### src/rtl/fifo_pkg.sv
// Shared definitions for the 8-deep FIFO and its read-side burst controller.
package fifo_pkg;

  localparam int FIFO_DEPTH = 8;
  localparam int DATA_W     = 32;

  typedef enum logic [2:0] {
    ST_IDLE  = 3'd0,
    ST_WAIT  = 3'd1,
    ST_ISSUE = 3'd2,
    ST_RESP  = 3'd3,
    ST_HOLD  = 3'd4
  } state_t;

endpackage

### src/rtl/fifo_burst_reader_timeout_counter.sv
// Up-counter of consecutive empty-FIFO cycles; expired marks the cycle whose
// increment would bring the count to TIMEOUT.
module timeout_counter #(
  parameter int TIMEOUT = 15
) (
  input  logic clk,
  input  logic reset_n,
  input  logic clr,
  input  logic en,
  output logic expired
);

  localparam int CW = $clog2(TIMEOUT + 1);
  localparam logic [CW-1:0] LAST = CW'(TIMEOUT - 1);
  localparam logic [CW-1:0] TOP  = CW'(TIMEOUT);

  logic [CW-1:0] count;

  always_ff @(posedge clk) begin
    if (!reset_n || clr) begin
      count <= '0;
    end else if (en && count != TOP) begin
      count <= count + CW'(1);
    end
  end

  assign expired = en && (count == LAST);

endmodule

### src/rtl/fifo_burst_reader.sv
// Drains a burst of words from the FIFO read port, one single-cycle rd_en at a
// time, and hands each word to the consumer over valid/ready.
//
// state | meaning
// IDLE  | waiting for start
// WAIT  | waiting for the FIFO to be non-empty, timeout counter running
// ISSUE | fifo_rd_en high for one cycle
// RESP  | FIFO read data valid, captured into m_data
// HOLD  | m_valid high until the consumer takes the word
module fifo_burst_reader #(
  parameter int DATA_W  = fifo_pkg::DATA_W,
  parameter int LEN_W   = 4,
  parameter int TIMEOUT = 15
) (
  input  logic              clk,
  input  logic              reset_n,
  input  logic              start,
  input  logic [LEN_W-1:0]  burst_len,
  output logic              fifo_rd_en,
  input  logic [DATA_W-1:0] fifo_d_out,
  input  logic              fifo_empty,
  output logic              m_valid,
  input  logic              m_ready,
  output logic [DATA_W-1:0] m_data,
  output logic              busy,
  output logic              done,
  output logic              timeout_err,
  output logic [LEN_W-1:0]  words_left
);

  import fifo_pkg::*;

  localparam logic [LEN_W-1:0] MAX_LEN = LEN_W'(FIFO_DEPTH);

  state_t     state;
  logic       to_en;
  logic       to_clr;
  logic       to_expired;
  logic [LEN_W-1:0] len_sat;

  assign len_sat = (burst_len > MAX_LEN) ? MAX_LEN : burst_len;
  assign to_en   = (state == ST_WAIT) && fifo_empty;
  assign to_clr  = !to_en;

  timeout_counter #(
    .TIMEOUT (TIMEOUT)
  ) u_timeout (
    .clk     (clk),
    .reset_n (reset_n),
    .clr     (to_clr),
    .en      (to_en),
    .expired (to_expired)
  );

  always_ff @(posedge clk) begin
    if (!reset_n) begin
      state       <= ST_IDLE;
      fifo_rd_en  <= 1'b0;
      m_valid     <= 1'b0;
      m_data      <= '0;
      busy        <= 1'b0;
      done        <= 1'b0;
      timeout_err <= 1'b0;
      words_left  <= '0;
    end else begin
      fifo_rd_en <= 1'b0;
      done       <= 1'b0;
      case (state)
        ST_IDLE: begin
          if (start) begin
            timeout_err <= 1'b0;
            if (burst_len != '0) begin
              words_left <= len_sat;
              state      <= ST_WAIT;
              busy       <= 1'b1;
            end else begin
              done <= 1'b1;
            end
          end
        end
        ST_WAIT: begin
          if (!fifo_empty) begin
            fifo_rd_en <= 1'b1;
            state      <= ST_ISSUE;
          end else if (to_expired) begin
            // words_left deliberately keeps the undelivered count
            timeout_err <= 1'b1;
            done        <= 1'b1;
            busy        <= 1'b0;
            state       <= ST_IDLE;
          end
        end
        ST_ISSUE: begin
          state <= ST_RESP;
        end
        ST_RESP: begin
          m_data  <= fifo_d_out;
          m_valid <= 1'b1;
          state   <= ST_HOLD;
        end
        ST_HOLD: begin
          if (m_ready) begin
            m_valid <= 1'b0;
            if (words_left != '0) begin
              words_left <= words_left - LEN_W'(1);
            end
            if (words_left == LEN_W'(1)) begin
              done  <= 1'b1;
              busy  <= 1'b0;
              state <= ST_IDLE;
            end else begin
              state <= ST_WAIT;
            end
          end
        end
        default: begin
          busy  <= 1'b0;
          state <= ST_IDLE;
        end
      endcase
    end
  end

endmodule

### config.mk
export PLATFORM = sky130hd
export DESIGN_NAME = fifo_burst_reader
export DESIGN_NICKNAME = d
export VERILOG_FILES = /design/src/rtl/fifo_pkg.sv /design/src/rtl/fifo_burst_reader_timeout_counter.sv /design/src/rtl/fifo_burst_reader.sv
export SDC_FILE = /design/constraint.sdc
export NUM_CORES = 1
export LEC_CHECK = 0
export ABC_CLOCK_PERIOD_IN_PS = 2050
export CAP_MARGIN = 20
export CORE_MARGIN = 2
export CORE_UTILIZATION = 47
export DETAILED_ROUTE_END_ITERATION = 8
export PLACE_DENSITY = 0.94
export SYNTH_ARGS = -nofsm -noshare
export SYNTH_HDL_FRONTEND = slang
export SYNTH_SLANG_ARGS = --single-unit
export TNS_END_PERCENT = 10
### constraint.sdc
create_clock -name clk -period 2.05 [get_ports clk]
set_input_delay 0.41 -clock clk [delete_from_list [all_inputs] [get_ports clk]]
set_output_delay 0.41 -clock clk [all_outputs]
set_load 0.01 [all_outputs]
After elaboration in Yosys (flattened, before gate mapping)
Cells that the tools add are included.

storage, ports and cells
  logic and storage cells = 81
  register bits = 48
  input bits = 41

operators by class
  reduce and logical (&&, ||, !) cells = 19
  magnitude comparators = 1
  multiplexer cells = 34
  bitwise operators = 1
  add/subtract/negate cells = 2
  equal/unequal tests = 15

operators by type and width
  kind                                              count
  2-to-1 mux 4 bit                                  5
  2-to-1 mux 1 bit                                  18
  2-to-1 mux 3 bit                                  5
  case mux 3 bit (5 select lines)                   1
  inequality test 2 bit, second input constant      7
  case mux 4 bit (2 select lines)                   1
  AND reduction 4 bit                               2
  nonzero test 4 bit                                2
  AND reduction 7 bit                               1
  == test 3 x 2 -> 1 bit, second input constant     2
  nonzero test 2 bit                                3
  AND reduction 5 bit                               1
  adder 4 x 1 -> 4 bit, second input constant       1
  == test 4 x 1 -> 1 bit, second input constant     1
  == test 4 bit, second input constant              1
  > comparator 4 bit, second input constant         1
  inequality test 4 bit, second input constant      1
  case mux 1 bit (2 select lines)                   2
  case mux 1 bit (4 select lines)                   1
  AND reduction 2 bit                               2
  subtractor 4 x 1 -> 4 bit, second input constant  1
  == test 3 x 1 -> 1 bit, second input constant     1
  == test 3 bit, second input constant              1
  logical AND 1 bit                                 3
  other kinds (7)                                   8

Longest topological paths before layout
Gate-level depths: netlist (run 1).

  depth after elaboration = 6
  mapped depth = 7

By module
From an unflattened synthesis (run 1), not the netlist that was laid out.

unflattened totals
  cell total of the unflattened synthesis = 250
  area total of the unflattened synthesis = 2133.3 um^2

by module, submodules not included
  module             area an instance (um^2)  cells an instance  times used
  fifo_burst_reader  1919.3                   227                1
  timeout_counter    214.0                    23                 1

Worst setup path before layout (run 1)
Ideal clock, no wire load.

  path type = register to register
  start point = register words_left[0]
  end point = register words_left[2]
  cell stages (with the launch flop) = 7
  data required time = 1.928 ns
  setup slack = 0.756 ns
  setup time = 0.122 ns
  arrival = 1.172 ns
  cell sequence = dfxtp_1 > inv_1 > ha_1 > xor2_1 > and2_1 > o21ai_1 > o21bai_1

between the ends
  longest elaborated chain between the ends = 4

RTL lines
  what                             line                      source
  from (decl)                      fifo_burst_reader.sv:28   output logic [LEN_W-1:0] words_left
  from (signal assigned)           fifo_burst_reader.sv:73   words_left <= len_sat;
  from (signal assigned)           fifo_burst_reader.sv:105  words_left <= words_left - LEN_W'(1);
  subtractor 4 x 1 -> 4 bit        fifo_burst_reader.sv:105
  2-to-1 mux 4 bit                 fifo_burst_reader.sv:104  if (words_left != '0) begin
  2-to-1 mux 4 bit                 fifo_burst_reader.sv:102  if (m_ready) begin
  case mux 4 bit (2 select lines)  fifo_burst_reader.sv:68   case (state)

Several ways; a longest one is shown, not always the timed one. The select of a mux whose other input is x is not followed.
A chain may end at the register's enable or synchronous reset.

Final worst setup path (run 1)
  start point = register words_left[0]
  end point = output words_left[0]

No word-level cell between the ends.

==> metrics.csv, run 1 <==
metric,value,unit
multiplexer share of the synthesized area,1.90,%
DRT Pass-1 Iters,5,
cell taking the most area after synthesis,dfxtp_1,
max-slew violation count,0,
Row Count,24,
slowest CP cell,clkdlybuf4s50_1,
global route overflow,0,
vias in the first global route,1899,
area grow syn2layout,42.7,%
I/O Pins,82,
gr usage total,21.0,%
routability cong.,0.820,
Total Nets Final,373,
Setup TNS,0,ns
starting DRC count in detailed routing,113,
layout cells sized above 1,10.4,%
Post-Layout Cell Count,380,
routed len/inst,13.8,um
R2R Setup Slk,0.34,ns
cell-by-cell trace of the critical path,clkdlybuf4s50_1,
Peak supply drop,0.000319,V
post_cts resized,0,
PwrDens,598,nW/um2
Synth Register Bits,48,
hold buffer count at CTS,0,
final core utilization,70.4,%
RSZ-0062 raised after global routing,no,
mapped cell area,2180,um2
launch point of the critical path,words_left[0]$_SDFFE_PN0P_,
Power Internal,1.41,mW
Inst Count DP,372,
Static Leak,1.09,nW
worst min-delay path category,flip-flop to flip-flop,
register area share after synthesis,44.2,%
Pwr Total,1.86,mW
Critical Path End Type,primary output,
Final Hold Viols,0,
Die X,72.0,um
FF-to-FF End,m_data[17]$_SDFFE_PN0P_,
Die H,72.0,um
critical path class,flip-flop to primary output,
CTS tree,done,
Final min period,1.77,ns
CORE AREA,4410,um2
switch share,24.1,%
WP data arrival,1.36,ns
drc violations,0,
asr flop ratio synth,0,%
main combinational cell family by area after synthesis,simple AND/OR/NAND/NOR gates,
CP max FO,7,
Rel. slew slack,67.8,%
Synth Warn #,0,
CP peak stage delay,0.59,ns
Clock transition at path regs,0.09,ns
H-tree depth,2,
Critical R2R Launch,state[2]$_SDFFE_PN0P_,
Synth Area in XOR/XNOR,0.805,%
antenna cell count,0,
largest net degree at the start of global routing,33,
number of flops mapped to enable cells by yosys,0,
Clock Path Buffers,2,
Final Cycle Share,86.1,%
Startpoint Class,flip-flop,
ys flop type,dfxtp_1,
mean post-synth cell area,8.70,um2
"CP delay by family, top",buffers and inverters,
MaxCap Viol Count,0,
Post-CTS Setup Bufs,0,
initial antenna violation count,0,
switching pwr,0.447,mW
vias,1959,
clk_lat worst skew,0.29,ns
worst hold slack,0.453,ns
vias per std cell,5.16,
Die ar.,5190,um2
status,"finished, final reports clean",
Worst R2R Path Depth,5,
# setup viols final,0,
Combinational Power Share,15.7,%
Synth Net Count,296,
Critical path buffers and inverters,1,
post-synth top area share,44.2,%
Synth Area in Adders,2.88,%
"commonest non-fill, non-tap cell in the layout",clkdlybuf4s50_1,
post-synthesis simple-gate area fraction,26.3,%
Synth cell types,42,
Seq pwr share,53.5,%
port bufs,81,
Root Buffer,clkbuf_8,
WP depth,1,
largest cells by area after synthesis,"dfxtp_1 (44%), nand2_1 (11%), a21boi_1 (7.9%), a21boi_2 (5.2%), nand2_2 (3.2%)",
Routed Antenna Nets,0,
clock power share,30.7,%
cells after synthesis,250,
Setup Skew,0.00856,ns
DPL Wire Length,3910,um
Initial Utilization,49.3,%
clock buffer count from CTS,5,
first-pass GRT wire length,8620,um
Worst EP required,1.64,ns
Worst Setup EP,words_left[0],
Synth Area in Compound Gates,19.3,%
clk sink count,48,
DRT Wirelength,5260,um
most frequent cells in the layout,"clkdlybuf4s50_1 (81), nand2_1 (66), dfxtp_1 (48), a21boi_1 (23)",
Max Freq,566,MHz
Slew @ Worst Pin,0.483,ns
==> worst min path at each step <==
stage	start	endpoint	slack [ns]	cells after the start
2_1_floorplan	m_data[10]$_SDFFE_PN0P_	m_data[10]$_SDFFE_PN0P_	0.48	2
3_3_place_gp	m_data[11]$_SDFFE_PN0P_	m_data[11]$_SDFFE_PN0P_	0.44	2
3_5_place_dp	m_data[12]$_SDFFE_PN0P_	m_data[12]$_SDFFE_PN0P_	0.44	2
4_1_cts	m_data[12]$_SDFFE_PN0P_	m_data[12]$_SDFFE_PN0P_	0.46	2
5_1_grt	m_data[11]$_SDFFE_PN0P_	m_data[11]$_SDFFE_PN0P_	0.47	2
6_report	m_data[12]$_SDFFE_PN0P_	m_data[12]$_SDFFE_PN0P_	0.45	2
==> worst min-delay path: stages (launching register included) <==
cell	delay, ns
dfxtp_1	0.31
nand2_1	0.05
a21boi_1	0.05
==> cell usage after synthesis, types with 4 or more instances <==
| master | n |
|---|---|
| a21oi_1 | 5 |
| nor2_1 | 11 |
| a21boi_2 | 10 |
| dfxtp_1 | 48 |
| o21ai_1 | 4 |
| clkbuf_1 | 6 |
| nand2_2 | 11 |
| nor3b_1 | 4 |
| ha_1 | 5 |
| nand2_1 | 66 |
| a21boi_1 | 23 |
| buf_2 | 4 |
| nand3_1 | 6 |
==> cell type report <==
type,count,area [um2]
fillers,359,1310
multi-input cells,184,1110
flip-flops and latches,48,961
repair buffers,85,866
clock buffers,8,90.1
well taps,52,65.1
inverters,3,11.3
==> state kept, by name, summed over array words and instances, names as in the netlist <==
register and count:
m_data 32, words_left 4, timeout_err 1, fifo_rd_en 1, m_valid 1, u_timeout.count 4
state 3, busy 1, done 1
==> cells by family (layout without fill, tap and decap cells) <==
family | count (synthesis) | in the layout
AO/OA/AOI/OAI | 54 | 54
XOR/XNOR | 2 | 2
adder cells (fa/ha/maj) | 5 | 5
buffers and inverters | 18 | 96
flip-flops | 48 | 48
multiplexers | 4 | 4
AND/OR/NAND/NOR | 119 | 119
==> stage by stage <==
| stage | instance area, um2 | worst slack (ns) |
|---|---|---|
| final | 3110 | 0.285 |
| after CTS | 3110 | 0.283 |
| after floorplan | 2180 | 0.756 |
| after global placement | 3020 | 0.228 |
| after detailed placement | 3020 | 0.162 |
| after global routing | 3110 | 0.177 |
==> routing by layer <==
layer  GRT usage [%]  part of all wire, %
met4            5.45                 0.84
met3            5.00                  7.3
met5               0                    0
met1            24.3                   42
met2            38.6                   50
==> power by group through the flow <==
stage                     combinational, mW  sequential, mW  clock (mW)
final                                 0.292           0.994       0.570
after global routing                  0.315           0.999       0.615
after CTS                             0.293           0.993       0.581
after detailed placement              0.291            1.02           0
after global placement                0.286            1.01           0
after floorplan                       0.138            1.01           0
Power figures use the tool's default switching activity.
==> run 2, diff against run 1 <==
- ABC_CLOCK_PERIOD_IN_PS: 2050 -> 1650
- CORE_UTILIZATION: 47 -> 44
- PLACE_DENSITY: 0.94 -> 0.89
- clock period: 2.05 -> 1.65 ns (I/O delays scaled with it)
==> run 2 against run 1 <==
Wire length fell by 7.2%; count of clock-buffer cells in the layout decreased by 2; register-to-register slack worse by 0.09 ns; hold slack is essentially flat; flip-flop and latch count stayed put; cell count rose by 5.5%; critical path depth unchanged; sequential power rose by 24%; combinational power rose by 28%; total power up 31%; highest routed layer unchanged.
==> metrics.csv, run 2 (synthesized netlist as in run 1, its figures left out) <==
metric,value,unit
CORE AREA,4750,um2
Worst EP required,1.32,ns
Die H,74.3,um
Clock transition at path regs,0.08,ns
routed len/inst,12.2,um
Rel. slew slack,72.7,%
max-slew violation count,0,
largest net degree at the start of global routing,33,
critical path class,flip-flop to primary output,
cell-by-cell trace of the critical path,clkdlybuf4s50_1,
Die ar.,5520,um2
RSZ-0062 raised after global routing,no,
Startpoint Class,flip-flop,
status,"finished, final reports clean",
drc violations,0,
switching pwr,0.556,mW
Post-CTS Setup Bufs,0,
slowest CP cell,clkdlybuf4s50_1,
port bufs,81,
PwrDens,763,nW/um2
CP max FO,5,
DP Area,3070,um2
clock buffer count from CTS,5,
first-pass GRT wire length,8190,um
Critical Path End Type,primary output,
worst hold slack,0.454,ns
initial antenna violation count,0,
Peak supply drop,0.000465,V
Combinational Power Share,15.4,%
layout cells sized above 1,13.2,%
CP peak stage delay,0.57,ns
routability cong.,0.835,
Worst R2R Path Depth,5,
vias per std cell,5.01,
biggest regs,"m_data: 32 flops, u_timeout.count: 4 flops, words_left: 4 flops",
clk sink count,48,
Die X,74.3,um
launch point of the critical path,words_left[1]$_SDFFE_PN0P_,
Routed Antenna Nets,0,
CTS tree,done,
"CP delay by family, top",buffers and inverters,
Slew @ Worst Pin,0.409,ns
H-tree depth,2,
Final Cycle Share,96.7,%
Worst Setup EP,words_left[1],
gr usage total,18.8,%
Static Leak,1.12,nW
DPL Wire Length,3540,um
Inst Count DP,393,
Critical path buffers and inverters,1,
# setup viols final,0,
WP data arrival,1.27,ns
clock power share,33.8,%
switch share,22.9,%
R2R Setup Slk,0.25,ns
WP depth,1,
vias,2009,
hold depth,2,
Clock Path Buffers,2,
DRT Pass-1 Iters,4,
Max Freq,627,MHz
vias in the first global route,1923,
most frequent cells in the layout,"clkdlybuf4s50_1 (81), nand2_1 (66), dfxtp_1 (45), a21boi_1 (23)",
global route overflow,0,
Initial Utilization,45.8,%
Row Count,25,
clk_lat worst skew,0.29,ns
Root Buffer,clkbuf_8,
Final Hold Viols,0,
area grow syn2layout,46.1,%
FF-to-FF End,m_data[4]$_SDFFE_PN0P_,
I/O Pins,82,
Total Nets Final,379,
final core utilization,66.8,%
MaxCap Viol Count,0,
worst min-delay path category,flip-flop to flip-flop,
Critical R2R Launch,state[2]$_SDFFE_PN0P_,
DRT Wirelength,4880,um
starting DRC count in detailed routing,90,
"Most flops, register",m_data,
Post-Layout Cell Count,401,
Setup Skew,0.00546,ns
Seq pwr share,50.8,%
Final min period,1.60,ns
Largest register FFs,32,
Power Internal,1.87,mW
final instance area,3180,um2
antenna cell count,0,
"commonest non-fill, non-tap cell in the layout",clkdlybuf4s50_1,
Setup TNS,0,ns
[run 2: cell count changes in the layout (fill, tap and decap cells not counted)]
cell,previous run,this run
buf_12,2,1
dfxtp_2,0,3
clkinv_2,0,1
clkbuf_8,6,5
buf_4,2,9
bufinv_16,0,1
clkbuf_1,2,1
dfxtp_1,48,45
[run 2: stage by stage]
| step | setup WS, ns | power (mW) |
|---|---|---|
| final | 0.0540 | 2.42 |
| after global routing | 0.000415 | 2.53 |
| after CTS | 0.0484 | 2.45 |
| after detailed placement | -0.0961 | 1.63 |
| after global placement | -0.0318 | 1.63 |
| after floorplan | 0.356 | 1.43 |
[run 2: final cells by class]
| cell class | instances | area (um2) |
|---|---|---|
| clock buffer | 6 | 72.6 |
| multi-input combinational | 184 | 1110 |
| timing repair buffer | 91 | 898 |
| clock inverter | 2 | 35.0 |
| tap | 67 | 83.8 |
| inverter | 3 | 11.3 |
| fill | 431 | 1580 |
| sequential | 48 | 965 |
[run 2: power groups by stage]
stage | sequential [mW] | combinational [mW] | clock [mW]
floorplan | 1.26 | 0.171 | 0
finish | 1.23 | 0.373 | 0.820
global placement | 1.26 | 0.370 | 0
CTS | 1.23 | 0.376 | 0.841
global route | 1.24 | 0.407 | 0.888
detailed placement | 1.26 | 0.373 | 0
[run 2: worst min-delay path: cells and delay by family (launching register included)]
kind	cells	cell delay, ns
AND/OR/NAND/NOR	1	0.05
AO/OA/AOI/OAI	1	0.05
flip-flops	1	0.31
[run 2: per-layer routing]
layer | wire length (um) | up-vias | track usage (%)
met5 | 0 | - | 0
met1 | 2010 | 929 | 21.0
met3 | 325 | 9 | 4.34
met4 | 61 | 0 | 5.16
li1 | - | 999 | -
met2 | 2490 | 72 | 35.6
[run 2: how the worst min path moves through the flow]
stage | start | endpoint | slack, ns
after floorplan | fifo_empty | fifo_rd_en$_SDFF_PN0_ | 0.40
after global placement | m_data[5]$_SDFFE_PN0P_ | m_data[5]$_SDFFE_PN0P_ | 0.44
after detailed placement | m_data[17]$_SDFFE_PN0P_ | m_data[17]$_SDFFE_PN0P_ | 0.44
after CTS | m_data[17]$_SDFFE_PN0P_ | m_data[17]$_SDFFE_PN0P_ | 0.46
after global routing | m_data[9]$_SDFFE_PN0P_ | m_data[9]$_SDFFE_PN0P_ | 0.48
final | m_data[17]$_SDFFE_PN0P_ | m_data[17]$_SDFFE_PN0P_ | 0.45
[run 2: repair_timing]
item,4_1_cts,5_1_grt
gates resized for setup,2,1
endpoints found under the setup margin,2,17
hold buffers,0,0
==> run 3, diff against run 2 <==
- CORE_ASPECT_RATIO: unset -> 1.1
==> run 3 against run 2 <==
Total power down 7.0%; fmax hardly changed; flip-flop and latch count unchanged; largest power group unchanged; clock power shrank 21%.
==> metrics.csv, run 3 (synthesized netlist as in run 1, its figures left out) <==
metric,value,unit
status,"finished, final reports clean",
Routed Antenna Nets,0,
Worst EP required,1.32,ns
Final Cycle Share,96.7,%
DRT Pass-1 Iters,4,
CP max FO,5,
clock power share,28.7,%
initial antenna violation count,0,
switching pwr,0.545,mW
DRT Wirelength,4770,um
Row Count,26,
Die ar.,5520,um2
vias,1995,
H-tree depth,2,
Pwr Total,2.25,mW
Largest register FFs,32,
Startpoint Class,flip-flop,
hold buffer count at CTS,0,
first-pass GRT wire length,8280,um
"Most flops, register",m_data,
switch share,24.2,%
vias in the first global route,1942,
WHS Endpoint,m_data[7]$_SDFFE_PN0P_,
"CP delay by family, top",buffers and inverters,
drc violations,0,
Root Buffer,clkbuf_8,
routability cong.,0.848,
Final min period,1.60,ns
WP data arrival,1.27,ns
gr usage total,18.5,%
Hold Startpoint,m_data[7]$_SDFFE_PN0P_,
starting DRC count in detailed routing,68,
max-slew violation count,0,
Place WS,-0.0824,ns
Worst R2R Path Depth,5,
Post-CTS Setup Bufs,0,
routed len/inst,12.2,um
CORE AREA,4720,um2
Critical path buffers and inverters,1,
MaxCap Viol Count,0,
Power Internal,1.71,mW
FF-to-FF End,words_left[3]$_SDFFE_PN0P_,
I/O Pins,82,
Die H,77.8,um
antenna cell count,0,
Post-Layout Cell Count,390,
Inst Count DP,383,
R2R Setup Slk,0.28,ns
Rel. slew slack,71.4,%
Clock transition at path regs,0.08,ns
PwrDens,717,nW/um2
# setup viols final,0,
global route overflow,0,
clk sink count,48,
critical path class,flip-flop to primary output,
slowest CP cell,clkdlybuf4s50_1,
worst min-delay path category,flip-flop to flip-flop,
Critical R2R Launch,state[2]$_SDFFE_PN0P_,
largest net degree at the start of global routing,26,
CP peak stage delay,0.56,ns
final instance area,3140,um2
DPL Wire Length,3530,um
Final Hold Viols,0,
Critical Path End Type,primary output,
area grow syn2layout,44.4,%
worst setup margin,0.0546,ns
port bufs,81,
Initial Utilization,46.1,%
clock buffer count from CTS,5,
Static Leak,1.12,nW
fill cell count,396,
Setup TNS,0,ns
"commonest non-fill, non-tap cell in the layout",clkdlybuf4s50_1,
Seq pwr share,54.5,%
DP Area,3060,um2
Combinational Power Share,16.8,%
vias per std cell,5.12,
RSZ-0062 raised after global routing,no,
CTS tree,done,
Total Nets Final,380,
layout cells sized above 1,13.2,%
biggest regs,"m_data: 32 flops, u_timeout.count: 4 flops, words_left: 4 flops",
Setup Skew,0.00576,ns
cell-by-cell trace of the critical path,clkdlybuf4s50_1,
Clock Path Buffers,2,
Die X,71.1,um
most frequent cells in the layout,"clkdlybuf4s50_1 (81), nand2_1 (66), dfxtp_1 (45), a21boi_1 (23)",
clk_lat worst skew,0.29,ns
Max Freq,627,MHz
Slew @ Worst Pin,0.429,ns
hold depth,2,
Peak supply drop,0.000383,V
## run 3: area by class of cell
cell class | instances | area (um2) | area share (%)
inverters | 3 | 11.3 | 0.358
clock buffers | 6 | 72.6 | 2.31
repair buffers | 92 | 906 | 28.8
flip-flops and latches | 48 | 965 | 30.7
well taps | 56 | 70.1 | 2.23
clock inverters | 1 | 5.00 | 0.159
multi-input cells | 184 | 1110 | 35.4
## run 3: metal layers
| layer | GRT usage, % | routed length [um] | vias up | share of wire (%) |
|---|---|---|---|---|
| met5 | 0 | 0 | - | 0 |
| met4 | 8.30 | 91 | 0 | 1.9 |
| met3 | 5.19 | 332 | 12 | 7.0 |
| met2 | 32.4 | 2250 | 67 | 47 |
| met1 | 20.5 | 2100 | 907 | 44 |
| li1 | - | - | 1009 | - |
## run 3: worst max-delay path by stage
stage | start | end | slack (ns) | depth (start not counted)
final | words_left[1]$_SDFFE_PN0P_ | words_left[1] | 0.05 | 1
after global routing | words_left[2]$_SDFFE_PN0P_ | words_left[2] | 0.02 | 1
after CTS | words_left[1]$_SDFFE_PN0P_ | words_left[1] | 0.05 | 1
after detailed placement | burst_len[1] | words_left[1]$_SDFFE_PN0P_ | -0.08 | 5
after global placement | burst_len[1] | words_left[1]$_SDFFE_PN0P_ | -0.03 | 5
after floorplan | words_left[0]$_SDFFE_PN0P_ | words_left[2]$_SDFFE_PN0P_ | 0.36 | 6
## run 3: what timing repair did
action | 4_1_cts | 5_1_grt
endpoints found under the setup margin | 2 | 1
cloned | 0 | 0
pin swaps | 0 | 0
gates resized for setup | 2 | 1
## run 3: through the flow
step | hold slack (ns) | utilization [%]
3_3_place_gp | 0.441 | 64.9
3_5_place_dp | 0.445 | 64.9
2_1_floorplan | 0.402 | -
5_1_grt | 0.475 | 66.6
4_1_cts | 0.456 | 66.6
6_report | 0.455 | 66.6
## run 3: power by group through the flow
stage | Combinational (mW) | Sequential, mW | Clock, mW
finish | 0.380 | 1.23 | 0.647
global route | 0.411 | 1.24 | 0.731
CTS | 0.381 | 1.23 | 0.676
detailed placement | 0.379 | 1.25 | 0
global placement | 0.374 | 1.25 | 0
floorplan | 0.171 | 1.26 | 0
==> RTL change, RTL diff (settings of run 3) <==
Register the output `timeout_err` once more; this adds one clock of latency there. The other outputs are not delayed to match.
--- a/src/rtl/fifo_burst_reader.sv
+++ b/src/rtl/fifo_burst_reader.sv
@@ -33,4 +33,6 @@
   localparam logic [LEN_W-1:0] MAX_LEN = LEN_W'(FIFO_DEPTH);
 
+  logic timeout_err_s0;
+
   state_t     state;
   logic       to_en;
@@ -61,5 +63,5 @@
       busy        <= 1'b0;
       done        <= 1'b0;
-      timeout_err <= 1'b0;
+      timeout_err_s0 <= 1'b0;
       words_left  <= '0;
     end else begin
@@ -69,5 +71,5 @@
         ST_IDLE: begin
           if (start) begin
-            timeout_err <= 1'b0;
+            timeout_err_s0 <= 1'b0;
             if (burst_len != '0) begin
               words_left <= len_sat;
@@ -85,5 +87,5 @@
           end else if (to_expired) begin
             // words_left deliberately keeps the undelivered count
-            timeout_err <= 1'b1;
+            timeout_err_s0 <= 1'b1;
             done        <= 1'b1;
             busy        <= 1'b0;
@@ -122,4 +124,8 @@
   end
 
+  always_ff @(posedge clk) begin
+    timeout_err <= timeout_err_s0;
+  end
+
 endmodule
 
Formal check against the unedited RTL: same outputs for any inputs over 10 cycles, from zero or initial values and one cycle with reset_n low; that may be too few to reach the edited logic, so the function may still have changed.
==> RTL change against run 3 <==
- cell area shrank 2.5%
- register-to-register slack lost 170 ps
- routed wire length grew 6.6%
- total power grew 0.42%
- area after synthesis shrank 7.8%
- cell count grew 0.51%
- clock skew grew 3.1 ps
- setup slack lost 15 ps
- non-clock buffer count grew 8
- sequential cell count grew 1
- critical endpoint is now words_left[3]
==> RTL change: results (changes against run 3) <==
clock_network:
  worst_skew_pair.late_latency_ps: 290  # about the same
  cts_setup_buffers: 0  # unchanged
  cts_buffers: 5  # unchanged
place:
  place_ws_ps: -254  # was -82.4 ps
  dpl.hpwl_mm: 3.77  # was 3.53 mm
  gp_congestion: 0.801  # was 0.848
route:
  routed_wirelength_mm: 5.08  # was 4.77 mm
  drt_first_iter_violations: 144  # was 68
  dr.pass1.iters: 5  # was 4
  vias_per_cell: 5.06  # was 5.12
pwr:
  p_leak_nw: 1.11  # was 1.12 nW
  swShare: 0.241  # was 0.242
  irDropWorstVdd_uv: 402  # was 383 µV
global_route:
  grt_max_degree: 33  # was 26
  grtUsageTotal: 0.210  # was 0.185
  grt_pass1_wl_mm: 8.13  # was 8.28 mm
  grt_pass1_vias: 1840  # was 1,942
setup_path:
  slowest_delay_ps: 580  # was 560 ps
  crit_fanout: 4  # was 5
  startpoint: "words_left[3]"  # was words_left[1]
  rr_worst_depth: 4  # was 5
  timing.rr.start: "state[0]"  # was state[2]
  rrSetupSlack_ps: 110  # was 280 ps
  crit_end: "words_left[3]"  # was words_left[1]
  timing.rr.end: "words_left[3]"  # unchanged
sta:
  tightest_slew_ps: 311  # was 429 ps
  min_period_over_period: 0.976  # was 0.967
  hold_ws_ps: 359  # was 455 ps
  skew_ps: 8.88  # was 5.76 ps
run_status:
  status: "finished clean"  # unchanged
synth:
  seq_area_frac_synth: 0.489  # was 0.442
  synth_nets: 291  # was 296
  yosysUniqueCellTypes: 39  # was 42
  synthTopCellsByArea: "dfxtp_1 (49%), nand2_1 (13%), a21oi_1 (10%)"  # was dfxtp_1 (44%), nand2_1 (11%), a21boi_1 (7.9%)
  synth_commonest_cells: "nand2_1 (72), dfxtp_1 (49), a21oi_1 (40), clkbuf_1 (10), nor2_1 (8)"  # was nand2_1 (66), dfxtp_1 (48), a21boi_1 (23), nand2_2 (11), nor2_1 (11)
layout:
  layout.nets: 385  # was 380
  num_antenna_cells: 0  # unchanged
  drive_gt1_frac: 0.104  # was 0.132
worst_hold_path:
  worstHoldStart: "timeout_err_s0"  # was m_data[7]
==> RTL change: worst min-delay path by stage <==
stage / end / cells past startpoint
2_1_floorplan: timeout_err / 0
3_3_place_gp: timeout_err / 0
3_5_place_dp: timeout_err / 0
4_1_cts: timeout_err / 0
5_1_grt: timeout_err / 0
6_report: timeout_err / 0
==> RTL change: cell families after synthesis <==
group,count (synthesis),share of synthesized area
AOI/OAI and AO/OA,59,0.180
and+or+nand+nor,109,0.245
muxes,1,0.00499
buffers and inverters,19,0.0374
adders and majority gates,5,0.0312
DFF,49,0.489
xor gates and xnor gates,3,0.0131
==> RTL change: worst register-to-register path, stage by stage (launching register included) <==
cell and delay, ps:
dfxtp_1 370, or4b_4 570, o22ai_4 170, nand2_2 100
o32ai_2 250
==> RTL change: timing repair <==
| action | 4_1_cts | 5_1_grt |
|---|---|---|
| endpoints found under the hold margin | 0 | 0 |
| setup endpoints to repair | 0 | 2 |
| hold buffers | 0 | 0 |
| gates resized for setup | 0 | 2 |
==> RTL change: area by class of cell <==
cell class,instances,area (µm²)
Timing Repair Buffer,100,966
Fill cell,352,1280
Clock buffer,5,68.8
Clock inverter,1,5.00
Tap cell,54,67.6
Multi-Input combinational cell,177,950
Inverter,6,22.5
Sequential cell,49,983
==> RTL change: stage by stage <==
stage | power (mW) | instance area (µm²) | cells
2_1_floorplan | 1.43 | 2010 | 245
3_3_place_gp | 1.64 | 2990 | 386
3_5_place_dp | 1.65 | 2990 | 386
4_1_cts | 2.29 | 3060 | 392
5_1_grt | 2.38 | 3060 | 392
6_report | 2.26 | 3060 | 392
==> RTL change: power by group through the flow <==
stage / Combinational (mW) / Sequential (mW) / Clock, mW
after floorplan: 0.151 / 1.28 / 0
after global placement: 0.373 / 1.27 / 0
after CTS: 0.383 / 1.24 / 0.664
final: 0.383 / 1.24 / 0.637
after detailed placement: 0.381 / 1.27 / 0
after global routing: 0.418 / 1.25 / 0.709
==> RTL change: layer usage <==
| layer | up-vias | track usage | part of all wire |
|---|---|---|---|
| met1 | 912 | 0.242 | 0.42 |
| met2 | 55 | 0.375 | 0.51 |
| li1 | 1010 | - | - |
| met3 | 5 | 0.0493 | 0.058 |
| met4 | 0 | 0.0756 | 0.012 |
| met5 | - | 0 | 0 |
